<file path="src/rtl/uart_tx_fsm.sv">
// rtl/uart_tx_fsm.sv - UART transmit frame controller (start, data LSB first, optional parity, stop).
module uart_tx_fsm #(
  parameter int Data_Len = 8,
  parameter int CountLen = 4
) (
  input  logic                CLK,
  input  logic                RST,
  input  logic [Data_Len-1:0] P_DATA,
  input  logic                Data_Valid,
  input  logic                PAR_EN,
  input  logic                PAR_TYP,
  input  logic                ser_data,
  input  logic                ser_done,
  output logic                ser_en,
  output logic                TX_OUT,
  output logic                busy
);

  localparam logic [2:0] IDLE   = 3'd0;
  localparam logic [2:0] START  = 3'd1;
  localparam logic [2:0] DATA   = 3'd2;
  localparam logic [2:0] PARITY = 3'd3;
  localparam logic [2:0] STOP   = 3'd4;

  localparam logic [CountLen-1:0] LAST_BIT = CountLen'(Data_Len - 1);

  logic [2:0]          state;
  logic [Data_Len-1:0] data_q;
  logic                par_en_q;
  logic                par_typ_q;
  logic [CountLen-1:0] bit_cnt;
  logic                par_bit;
  logic                accept;

  assign accept = (state == IDLE) && Data_Valid;

  always_ff @(posedge CLK) begin
    if (RST) begin
      state     <= IDLE;
      data_q    <= '0;
      par_en_q  <= 1'b0;
      par_typ_q <= 1'b0;
      bit_cnt   <= '0;
      ser_en    <= 1'b0;
    end else begin
      // A completion flag wins over a fresh accept in the same cycle.
      if (ser_done) begin
        ser_en <= 1'b0;
      end else if (accept) begin
        ser_en <= 1'b1;
      end

      case (state)
        IDLE: begin
          if (Data_Valid) begin
            data_q    <= P_DATA;
            par_en_q  <= PAR_EN;
            par_typ_q <= PAR_TYP;
            state     <= START;
          end
        end
        START: begin
          bit_cnt <= '0;
          state   <= DATA;
        end
        DATA: begin
          bit_cnt <= bit_cnt + 1'b1;
          if (bit_cnt == LAST_BIT) begin
            state <= par_en_q ? PARITY : STOP;
          end
        end
        PARITY: state <= STOP;
        STOP:   state <= IDLE;
        default: state <= IDLE;
      endcase
    end
  end

  assign par_bit = par_typ_q ? ~(^data_q) : (^data_q);

  always_comb begin
    TX_OUT = 1'b1;
    case (state)
      START:   TX_OUT = 1'b0;
      DATA:    TX_OUT = ser_data;
      PARITY:  TX_OUT = par_bit;
      default: TX_OUT = 1'b1;
    endcase
  end

  assign busy = (state != IDLE);

endmodule

</file>
<file path="config.mk">
export PLATFORM = sky130hd
export DESIGN_NAME = uart_tx_fsm
export DESIGN_NICKNAME = d
export VERILOG_FILES = /design/src/rtl/uart_tx_fsm.sv
export SDC_FILE = /design/constraint.sdc
export NUM_CORES = 1
export LEC_CHECK = 0
export ABC_AREA = 1
export BUFFER_PORTS_ARGS = -buffer_cell sky130_fd_sc_hd__buf_2
export CORE_ASPECT_RATIO = 0.6
export CORE_MARGIN = 1.5
export CORE_UTILIZATION = 40
export DETAILED_ROUTE_END_ITERATION = 10
export PLACE_DENSITY = 0.71
export SLEW_MARGIN = 0
export SYNTH_ARGS = -nofsm -noshare
export SYNTH_HDL_FRONTEND = slang
export SYNTH_SLANG_ARGS = --single-unit
</file>
<file path="constraint.sdc">
create_clock -name CLK -period 2.74 [get_ports CLK]
set_input_delay 0.137 -clock CLK [delete_from_list [all_inputs] [get_ports CLK]]
set_output_delay 0.137 -clock CLK [all_outputs]
set_load 0.005 [all_outputs]
</file>
* Word-level counts from Yosys, hierarchy flattened
Index checks and enable logic that the tools add are counted.
** Word-level totals
- Output and inout port bits :: 3
- Flip-flop bits (word level) :: 18
- Bits of input ports :: 15
- Logic and storage cells :: 29
** Operators by class
- Reductions and logical operators :: 8
- Mux-type cells :: 7
- Add/subtract/negate cells :: 1
- Equal/unequal tests :: 6
- Bitwise operators :: 1
** Operators with widths (number)
- one-hot mux 3 bit (4 select lines) :: 1
- 2-to-1 mux 3 bit :: 3
- one-hot mux 4 bit (2 select lines) :: 1
- parity 8 bit :: 1
- == test 3 x 2 -> 1 bit (second input constant) :: 2
- adder 4 x 1 -> 4 bit (second input constant) :: 1
- == test 4 x 3 -> 1 bit (second input constant) :: 1
- inequality test 2 bit (second input constant) :: 2
- AND reduction 2 bit :: 2
- == test 3 x 1 -> 1 bit (second input constant) :: 1
- zero test 3 bit :: 1
- one-hot mux 1 bit (3 select lines) :: 1
- nonzero test 3 bit :: 1
- nonzero test 2 bit :: 1
- OR reduction 2 bit :: 1
- logical AND 1 bit :: 1
- 2-to-1 mux 1 bit :: 1
- NOT 1 bit :: 1

* Logic depth before layout (Yosys ltp)
Gate-level depths: netlist (run 1).
- Word-level depth :: 4
- Gate-level depth with buffers :: 11
- Depth with buffers taken out :: 11

* Least setup slack after synthesis (run 1)
Ideal clock, no wire load.
- Path kind :: register to register
- Start :: register state[2]
- End :: register state[1]
- Stages on the path, launching flop included :: 6
- Library setup time :: 0.120 ns
- Arrival :: 0.898 ns
- Required time :: 2.620 ns
- Path buffers :: 0
- Setup slack :: 1.723 ns
- Path through :: dfxtp_1 -> nor2_4 -> nand2_2 -> or2_1 -> nand3_1 -> a21oi_1
** On the way
- Longest elaborated chain between the ends :: 3
- Elaborated cells between the ends (all ways) :: 8
** RTL lines
- from (decl) :: line 27 : logic [2:0] state;
- from (signal assigned) :: line 69 : state <= par_en_q ? PARITY : STOP;
- == test 3 x 2 -> 1 bit or zero test 3 bit (tied branches) :: line 53 : case (state)
- inequality test 2 bit (no line)
- AND reduction 2 bit (no line)
Parallel ways exist; a longest one is shown, timed or not.
A chain may end at the register's enable or synchronous reset.

* Worst setup path in the final report (run 1)
- Start :: register data_q[1]
- End :: output TX_OUT
** On the way
- Longest elaborated chain between the ends :: 4
** RTL lines
- from (decl) :: line 28 : logic [Data_Len-1:0] data_q;
- from (signal assigned) :: line 40 : data_q <= '0;
- from (signal assigned) :: line 56 : data_q <= P_DATA;
- parity 8 bit * :: line 79 : assign par_bit = par_typ_q ? ~(^data_q) : (^data_q);
- NOT 1 bit :: line 79
- 2-to-1 mux 1 bit * :: line 79
- one-hot mux 1 bit (3 select lines) * :: line 83 : case (state)
- to (decl) :: line 15 : output logic TX_OUT,
Mark *: on every way between the ends. The rest lies on a longest branch, timed or not.

==> run metrics, run 1 <==
status completed; yosys warns 0; WL final 1689 um; Die ar. around 2500 um^2; FP Rows 12; Synth Instances 119; post-layout min period about 1500 ps; drt initial violations 30; Unique masters post-synth 25; Seq/Total Area, Yosys 0.4150; CP Capture Type primary output; initial antenna violation count 0; via count approximately 800; Avg Vias per Cell between 4 and 5; core footprint about 2000 um^2; top cells by area, synth dfxtp_1 41%, nand2_1 12%, a21oi_1 9.2%; Post-Synth XOR/XNOR Area 0.01009; clk_skew approximately 3.1 ps; setup TNS 0 ps; layout cells sized above 1 0.2246; crit path max fanout 2; Antenna diodes 0; DRC 0; Worst Setup SP data_q[1]; worst skew pair latency 290 ps; Num CTS Buffers 3; remaining antenna violation count 0; Final Hold Vio Count 0; final period utilization 0.5539; first-pass GRT wire length just under 3000 um; CTS root buf clkbuf_4; CTS hold repair buffers 1; Initial Util 0.4449; GR Overflow Total 0; unrepaired setup endpoints after global routing no; CP Launch Type flip-flop; worst endpoint required time 2600 ps; highest clock rate approximately 660 MHz; Max-Cap Viols 0; Worst R2R Path Depth 4; number of global-route vias before repair 718; Synth Net Count 135; Layout area overhead 15.99%; Compound-Gate Fraction of Synth Area 0.2133; most area-hungry cell type in the Yosys netlist dfxtp_1; WHS Path Cells 3; Wirelength per Cell ~10 um; Pleak around 0.46 nW; GRT Util Overall 0.1597; placer congestion estimate between 0.7 and 0.8; largest net degree at the start of global routing 22; fraction of the mapped netlist area in adder cells 0.01441; Detail Placement HPWL between 1000 and 1500 um; largest family of logic cells by synthesized area simple AND/OR/NAND/NOR gates; Final Util 0.5160; R2R Path Start state[2]; crit path kind flip-flop to primary output; multiplexer share of the synthesized area 0; Post-CTS Setup Inserts 0; simple-gate share of the synthesized area 0.2334; Worst Hold Launch P_DATA[2]; CTS resizes 0; worst relative slew slack 0.7370; TritonCTS clock tree built; Filler cells around 210; Worst Tran Pin Value 394.1 ps; I/O Pins 18; Pre-Repair DR Iteration Count 4; max-slew violation count 0; Sink Count 18; IO Port Bufs 17; Die X about 63 um; Yosys reg bits 18; syn_area_per_cell around 7.3 um^2; hold crit path type primary input to flip-flop; Final setup viols 0; H-tree Lvls 1; share of the synthesized area in the top cell type 0.4150; DIE HEIGHT 39.09 um; peak supply drop ~380 uV; worst endpoint data arrival time about 1400 ps; CTS clk-pin slew, worst paths 100 ps; PD cells roughly 950 nW/um^2; fin nets between 150 and 200; CTS Buffer Depth 2; Mapped Area 868.3 um^2
-- cells in the mapped netlist --
cell       n
nand2_4    1
nand2_2    1
nand2_1   27
o21ai_0    4
or2_1      1
nand4_1    1
buf_2      1
xor2_1     1
a211oi_2   1
nand3_2    1
o21ai_2    1
dfxtp_1   18
nor2_4     1
nand3_1    6
o22ai_1    1
a21oi_1   16
inv_1     16
nor2_1     1
ha_1       1
a211oi_1   1
nor2_2     1
o21ai_1   10
inv_2      3
buf_6      2
nor3_1     2
-- sequential cells by signal (all words and copies together), names as in the netlist --
name and flops:
bit_cnt 4, data_q 8, par_en_q 1, par_typ_q 1
ser_en 1, state 3
-- cells in the final DEF (no fill, tap or decap), types with 2 or more instances in the layout --
cell type / instances
o21ai_0: 4
inv_2: 3
inv_1: 16
a21oi_1: 16
nand2_1: 27
o21ai_1: 10
dfxtp_1: 18
nand3_1: 6
clkbuf_4: 3
buf_2: 17
nor3_1: 2
-- power breakdown --
| group | switching [W] | leakage (nW) | internal (W) |
|---|---|---|---|
| logic | 0.000260 | 0.288 | 0.000150 |
| clock network | 0.0000828 | 0.0210 | 0.0000810 |
| registers | 0.0000501 | 0.148 | 0.000330 |
| total | 0.000393 | 0.457 | 0.000561 |
-- layout make-up --
type / instances / area [um^2] / area share
clock buffers: 4 / 36.28 / 0.03602
inverters: 19 / 71.32 / 0.07081
multi-input cells: 79 / 409.1 / 0.4062
flip-flops and latches: 18 / 360.3 / 0.3578
well taps: 28 / 35.03 / 0.03478
repair buffers: 18 / 95.09 / 0.09441
-- path summary, 6_finish.rpt --
kind / end / slack (ps)
setup / recovery: TX_OUT / 1220
hold / removal: data_q[2] / 100
setup reg to reg: data_q[7] / 1390
hold reg to reg: data_q[5] / 460
-- metal layers --
metal / share of wire / wire [um] / track usage
met4: 0.017 / 29 / 0.04444
met3: 0.055 / 93 / 0.05539
met5: 0 / 0 / 0
met1: 0.50 / 839 / 0.1895
met2: 0.43 / 727 / 0.2819
-- cells by family after synthesis --
family / count (synthesis)
AOI/OAI and AO/OA: 34
xor gates and xnor gates: 1
adders and majority gates: 1
buffers and inverters: 22
DFF: 18
and+or+nand+nor: 43
-- through the flow --
stage	cell area [um^2]	total power [W]	hold slack [ps]	setup slack [ps]	instances
finish	1007	0.0009543	104.0	1222	166
global route	1007	0.001040	110.3	1097	166
CTS	1007	0.0009596	91.36	1198	166
detailed placement	960.9	0.0007926	309.1	1413	161
global placement	960.9	0.0007749	316.0	1467	161
floorplan	868.3	0.0007174	201.6	1723	119
-- critical path, stage by stage (launching register included) --
cell,delay (ps)
dfxtp_1,340
inv_1,60
nand2_1,80
nand2_1,60
nand2_1,70
nand2_1,50
nand2_1,70
nand2_1,50
nand2_1,50
nand2_1,50
nand2_1,50
nand2_1,40
buf_2,120
No activity file was read; power rests on OpenSTA's default activity.
==> run 2, diff against run 1 <==
Clock period 2.74 ns to 1.4 ns, I/O delays scaled along.
==> run 2 against run 1 <==
- the flow now finishes with violations (negative setup slack)
- sequential cell count unchanged
- core utilization is 1.2 points higher
- critical path depth down 2
- combinational power increased by 110%
- worst setup slack lost 1300 ps
- critical endpoint unchanged
==> run metrics, run 2 (same netlist as run 1, synthesis figures left out) <==
status finished with violations; failing checks negative setup slack; CTS root buf clkbuf_4; Worst Hold Launch P_DATA[2]; Switching Share 0.4155 (+0.003538); Wirelength per Cell 10.84 um (+6.6%); final period utilization 1.027; Worst Hold End data_q[2]; H-tree Lvls 1 (unchanged); CP Capture Type primary output; GR Overflow Total 0 (unchanged); Max-Cap Viols 0 (unchanged); Internal Power 0.001128 W (+100%); CTS Buffer Depth 2 (unchanged); number of global-route vias before repair 749 (+4.3%); unrepaired setup endpoints after global routing yes; highest clock rate slightly below 700 MHz; FP Rows 12 (unchanged); Largest regs data_q (8), bit_cnt (4), state (3); Initial Util 0.4449 (unchanged); initial antenna violation count 0 (unchanged); Pleak 0.4632 nW (+1.4%); GRT Util Overall 0.1755 (+0.01579); DRC 0 (unchanged); Clock power frac 0.170 (-0.002); max FFs per register 8 (unchanged); final worst setup slack -37.70 ps (-1260 ps); WL final 1811 um (+7.2%); Sequential Power Share 0.392 (-0.006); post-layout min period 1438 ps; PD cells 1871 nW/um^2 (+98%); hold crit path type primary input to flip-flop; setup TNS -37.70 ps (-37.70 ps); commonest non-fill, non-tap cell in the layout nand2_1; I/O Pins 18 (unchanged); layout cells sized above 1 0.2878 (+0.06313); max-slew violation count 0 (unchanged); worst endpoint data arrival time 1370 ps (about the same); peak supply drop 755.6 uV (+99%); clk_skew 16.67 ps (+13.52 ps); Antenna diodes 0 (unchanged); R2R Path Start state[2]; first-pass GRT wire length 3194 um (+8.7%); RR Endpoint data_q[0]; Die ar. 2469 um^2 (unchanged); placer congestion estimate 0.7510 (+1.6%); core footprint 1952 um^2 (unchanged); Top reg by flops data_q; Num CTS Buffers 3 (unchanged); crit path kind flip-flop to primary output; Worst Tran Pin Value 241.4 ps (-152.7 ps); NetSw 0.0008017 W (+100%); power share of the combinational group 0.438 (+0.008); CP Launch Type flip-flop; Sink Count 18 (unchanged); largest net degree at the start of global routing 22 (unchanged); Final Util 0.5282 (+0.01218); drt initial violations 29 (-3.3%); Final Hold Vio Count 0 (unchanged); Die X 63.15 um (unchanged); Worst R2R Path Depth 4 (unchanged); fin nets 156 (+0.65%); worst endpoint required time 1330 ps (-1270 ps); Detail Placement HPWL 1373 um (+4.5%); Final setup viols 1 (+1); most frequent cells in the layout 26 x nand2_1, 17 x buf_2, 16 x a21oi_1, 14 x inv_1, 13 x dfxtp_1; Avg Vias per Cell 4.874 (+2.6%); CTS clk-pin slew, worst paths 110 ps (about the same); remaining antenna violation count 0 (unchanged); WHS Path Cells 3 (unchanged); Pwr Total 0.001929 W (+100%); IO Port Bufs 17 (unchanged); worst skew pair latency 310 ps (+20 ps); worst relative slew slack 0.8391 (+0.1021); Pre-Repair DR Iteration Count 4 (unchanged); via count 814 (+3.2%); DIE HEIGHT 39.09 um (unchanged); TritonCTS clock tree built; Layout area overhead 18.73%; crit path max fanout 2 (unchanged); flop2flop setup slack 210 ps (-1180 ps)
run 2: power groups by stage:
| stage | registers, W | logic [W] | clock network, W |
|---|---|---|---|
| after floorplan | 0.000735 | 0.000669 | 0 |
| after global placement | 0.000745 | 0.000767 | 0 |
| after detailed placement | 0.000754 | 0.000801 | 0 |
| after CTS | 0.000750 | 0.000814 | 0.000339 |
| after global routing | 0.000777 | 0.000975 | 0.000372 |
| final | 0.000756 | 0.000846 | 0.000328 |
run 2: critical path, stage by stage (launching register included):
cell	delay (ps)
dfxtp_1	350
inv_1	50
nand2_1	80
nand4_1	90
nand2_1	100
inv_1	50
nand2_1	60
nand2_1	50
nand2_1	60
nand2_1	50
buf_2	120
run 2: final cells by class:
cell class              count  area [um^2]
clock buffers               4        36.28
fillers                   195        920.9
inverters                  19        71.32
multi-input cells          79        419.2
flip-flops and latches     18        366.6
well taps                  28        35.03
repair buffers             19        102.6
run 2: worst max path at each step:
stage,start,end,slack (ps),cells past startpoint
6_report,data_q[3],TX_OUT,-40,10
5_1_grt,data_q[1],TX_OUT,-190,12
4_1_cts,data_q[0],TX_OUT,-40,12
3_5_place_dp,state[2],data_q[7],90,4
3_3_place_gp,state[2],data_q[7],120,4
2_1_floorplan,state[2],state[1],380,5
run 2: per-layer routing:
metal  track usage  routed length [um]  vias to the layer above
met5             0                   0                        -
met4       0.05000                  12                        0
met3       0.06122                 105                        3
met2        0.3324                 878                       24
met1        0.1926                 815                      356
li1              -                   -                      431
run 2: through the flow:
step / instances / setup WS, ps / cell area, um^2 / hold slack, ps
2_1_floorplan: 119 / 382.6 / 868.3 / 134.6
3_3_place_gp: 161 / 125.0 / 960.9 / 249.3
3_5_place_dp: 161 / 94.63 / 960.9 / 242.2
4_1_cts: 166 / -40.35 / 1013 / 16.10
5_1_grt: 167 / -191.4 / 1031 / 30.49
6_report: 167 / -37.70 / 1031 / 18.11
run 2: repair_timing:
item | CTS | global route
buffers inserted | 0 | 1
pin swaps | 5 | 5
resized for setup | 6 | 3
hold buffers | 1 | 0
endpoints found under the hold margin | 1 | 0
endpoints found under the setup margin | 1 | 11
==> run 3, diff against run 2 <==
Settings changed: SETUP_SLACK_MARGIN from default to 0.15.
==> run 3 against run 2 <==
- the flow still finishes with violations (negative setup slack)
- worst setup slack got worse by 11 ps
- final area is 1.2% higher
- fmax down 0.76%
- non-clock buffer count did not move
- via count grew 0.74%
- wire length increased by 2.6%
- core utilization rose by 0.64 points
- final cell count is 0.60% higher
- sequential power grew 0.7%
- critical path depth increased by 2
- count of clock-buffer cells in the layout is the same
- combinational power up 3.5%
- largest cell class unchanged
==> run metrics, run 3 (same netlist as run 1, synthesis figures left out) <==
crit path max fanout 2 (unchanged); Pleak 0.4691 nW (+1.3%); Sequential Power Share 0.388 (-0.004); Worst Setup SP data_q[1]; layout cells sized above 1 0.3071 (+0.01937); max FFs per register 8 (unchanged); initial antenna violation count 0 (unchanged); Die X 63.15 um (unchanged); Clock power frac 0.166 (-0.004); worst endpoint required time 1330 ps (about the same); FP Rows 12 (unchanged); Max-Cap Viols 0 (unchanged); highest clock rate 690.3 MHz (-0.76%); clk_skew 16.01 ps (-0.6570 ps); Detail Placement HPWL 1373 um (unchanged); CTS clk-pin slew, worst paths 110 ps (about the same); worst endpoint data arrival time 1380 ps (about the same); via count 820 (+0.74%); DIE HEIGHT 39.09 um (unchanged); crit path kind flip-flop to primary output; status finished with violations; Wirelength per Cell 11.06 um (+2.0%); PD cells 1882 nW/um^2 (+0.54%); hold crit path type primary input to flip-flop; most frequent cells in the layout 26 x nand2_1, 17 x buf_2, 16 x a21oi_1, 14 x inv_1, 11 x dfxtp_1; Initial Util 0.4449 (unchanged); CP Launch Type flip-flop; Final Util 0.5346 (+0.006410); Pre-Repair DR Iteration Count 4 (unchanged); Layout area overhead 20.17%; Final Hold Vio Count 0 (unchanged); largest net degree at the start of global routing 22 (unchanged); drt initial violations 21 (-28%); Antenna diodes 0 (unchanged); hold_ws 18.77 ps (+0.6568 ps); GR Overflow Total 0 (unchanged); Internal Power 0.001146 W (+1.6%); failing checks negative setup slack; fin nets 157 (+0.64%); placer congestion estimate 0.7510 (unchanged); NetSw 0.0008171 W (+1.9%); peak supply drop 757.2 uV (+0.21%); Switching Share 0.4162 (+0.0006893); CTS Buffer Depth 2 (unchanged); CTS root buf clkbuf_4; DRC 0 (unchanged); number of global-route vias before repair 749 (unchanged); IO Port Bufs 17 (unchanged); Die ar. 2469 um^2 (unchanged); Top reg by flops data_q; Num CTS Buffers 3 (unchanged); max-slew violation count 0 (unchanged); Sink Count 18 (unchanged); post-layout min period 1449 ps (+10.98 ps); final worst setup slack -48.68 ps (-10.98 ps); first-pass GRT wire length 3194 um (unchanged); Worst Tran Pin Value 219.4 ps (-21.96 ps); H-tree Lvls 1 (unchanged); remaining antenna violation count 0 (unchanged); TritonCTS clock tree built; WL final 1858 um (+2.6%); I/O Pins 18 (unchanged); Worst R2R Path Depth 5 (+1); worst relative slew slack 0.8534 (+0.01429); power share of the combinational group 0.446 (+0.008); commonest non-fill, non-tap cell in the layout nand2_1; R2R Path Start state[0]; placed inst area 960.9 um^2 (unchanged); Final setup viols 1 (unchanged); final period utilization 1.035 (+0.007841); Avg Vias per Cell 4.881 (+0.14%); GRT Util Overall 0.1755 (unchanged); CP Capture Type primary output; WHS Path Cells 3 (unchanged); unrepaired setup endpoints after global routing yes; worst skew pair latency 310 ps (about the same); Finished Cell Area 1044 um^2 (+1.2%); Worst Hold Launch P_DATA[2]; core footprint 1952 um^2 (unchanged); Pwr Total 0.001963 W (+1.8%); Largest regs data_q (8), bit_cnt (4), state (3)
-- run 3: cell types whose count changed in the layout (fill, tap and decap cells not counted) --
cell / delta
dfxtp_1: -2
dfxtp_2: +2
nand3_2: +1
-- run 3: path summary, 6_finish.rpt --
path / slack (ps) / to
max: -50 / TX_OUT
min: 20 / data_q[2]
max reg2reg: 250 / state[1]
min reg2reg: 460 / data_q[5]
-- run 3: area by class of cell --
type	instances	area, um^2
Clock buffer	4	36.28
Fill cell	194	908.4
Inverter	19	71.32
Multi-Input combinational cell	80	429.2
Sequential cell	18	369.1
Tap cell	28	35.03
Timing Repair Buffer	19	102.6
-- run 3: worst max-delay path: stages, from the launching register on --
cell,delay (ps)
dfxtp_2,340
inv_2,40
nand2_2,70
nand2_1,50
nand2_1,70
nand2_1,50
nand2_1,70
nand2_1,50
nand2_1,60
nand2_1,50
nand2_1,70
nand2_1,50
buf_2,120
-- run 3: through the flow --
step,TNS (ps),cells,setup WS [ps]
finish,-48.68,168,-48.68
global route,-211.9,168,-211.9
CTS,-40.35,166,-40.35
detailed placement,0,161,94.63
global placement,0,161,125.0
floorplan,0,119,382.6
-- run 3: what timing repair did --
action                                  in CTS  in global routing
setup buffers                                0                  1
pin swaps                                    5                  7
endpoints found under the hold margin        1                  0
cloned                                       0                  1
endpoints found under the setup margin      11                 14
hold buffers                                 1                  0
gates resized for setup                      7                  4
-- run 3: power groups by stage --
stage / logic (W) / clock network [W] / registers [W]
2_1_floorplan: 0.000669 / 0 / 0.000735
3_3_place_gp: 0.000767 / 0 / 0.000745
3_5_place_dp: 0.000801 / 0 / 0.000754
4_1_cts: 0.000830 / 0.000339 / 0.000750
5_1_grt: 0.00101 / 0.000372 / 0.000781
6_report: 0.000876 / 0.000326 / 0.000761
-- run 3: routing by layer --
layer,share of wire,global-route usage,vias to the layer above,routed length [um]
li1,-,-,437,-
met1,0.45,0.1909,365,844
met2,0.49,0.3351,15,907
met3,0.051,0.06122,3,95
met4,0.0065,0.05000,0,12
met5,0,0,-,0
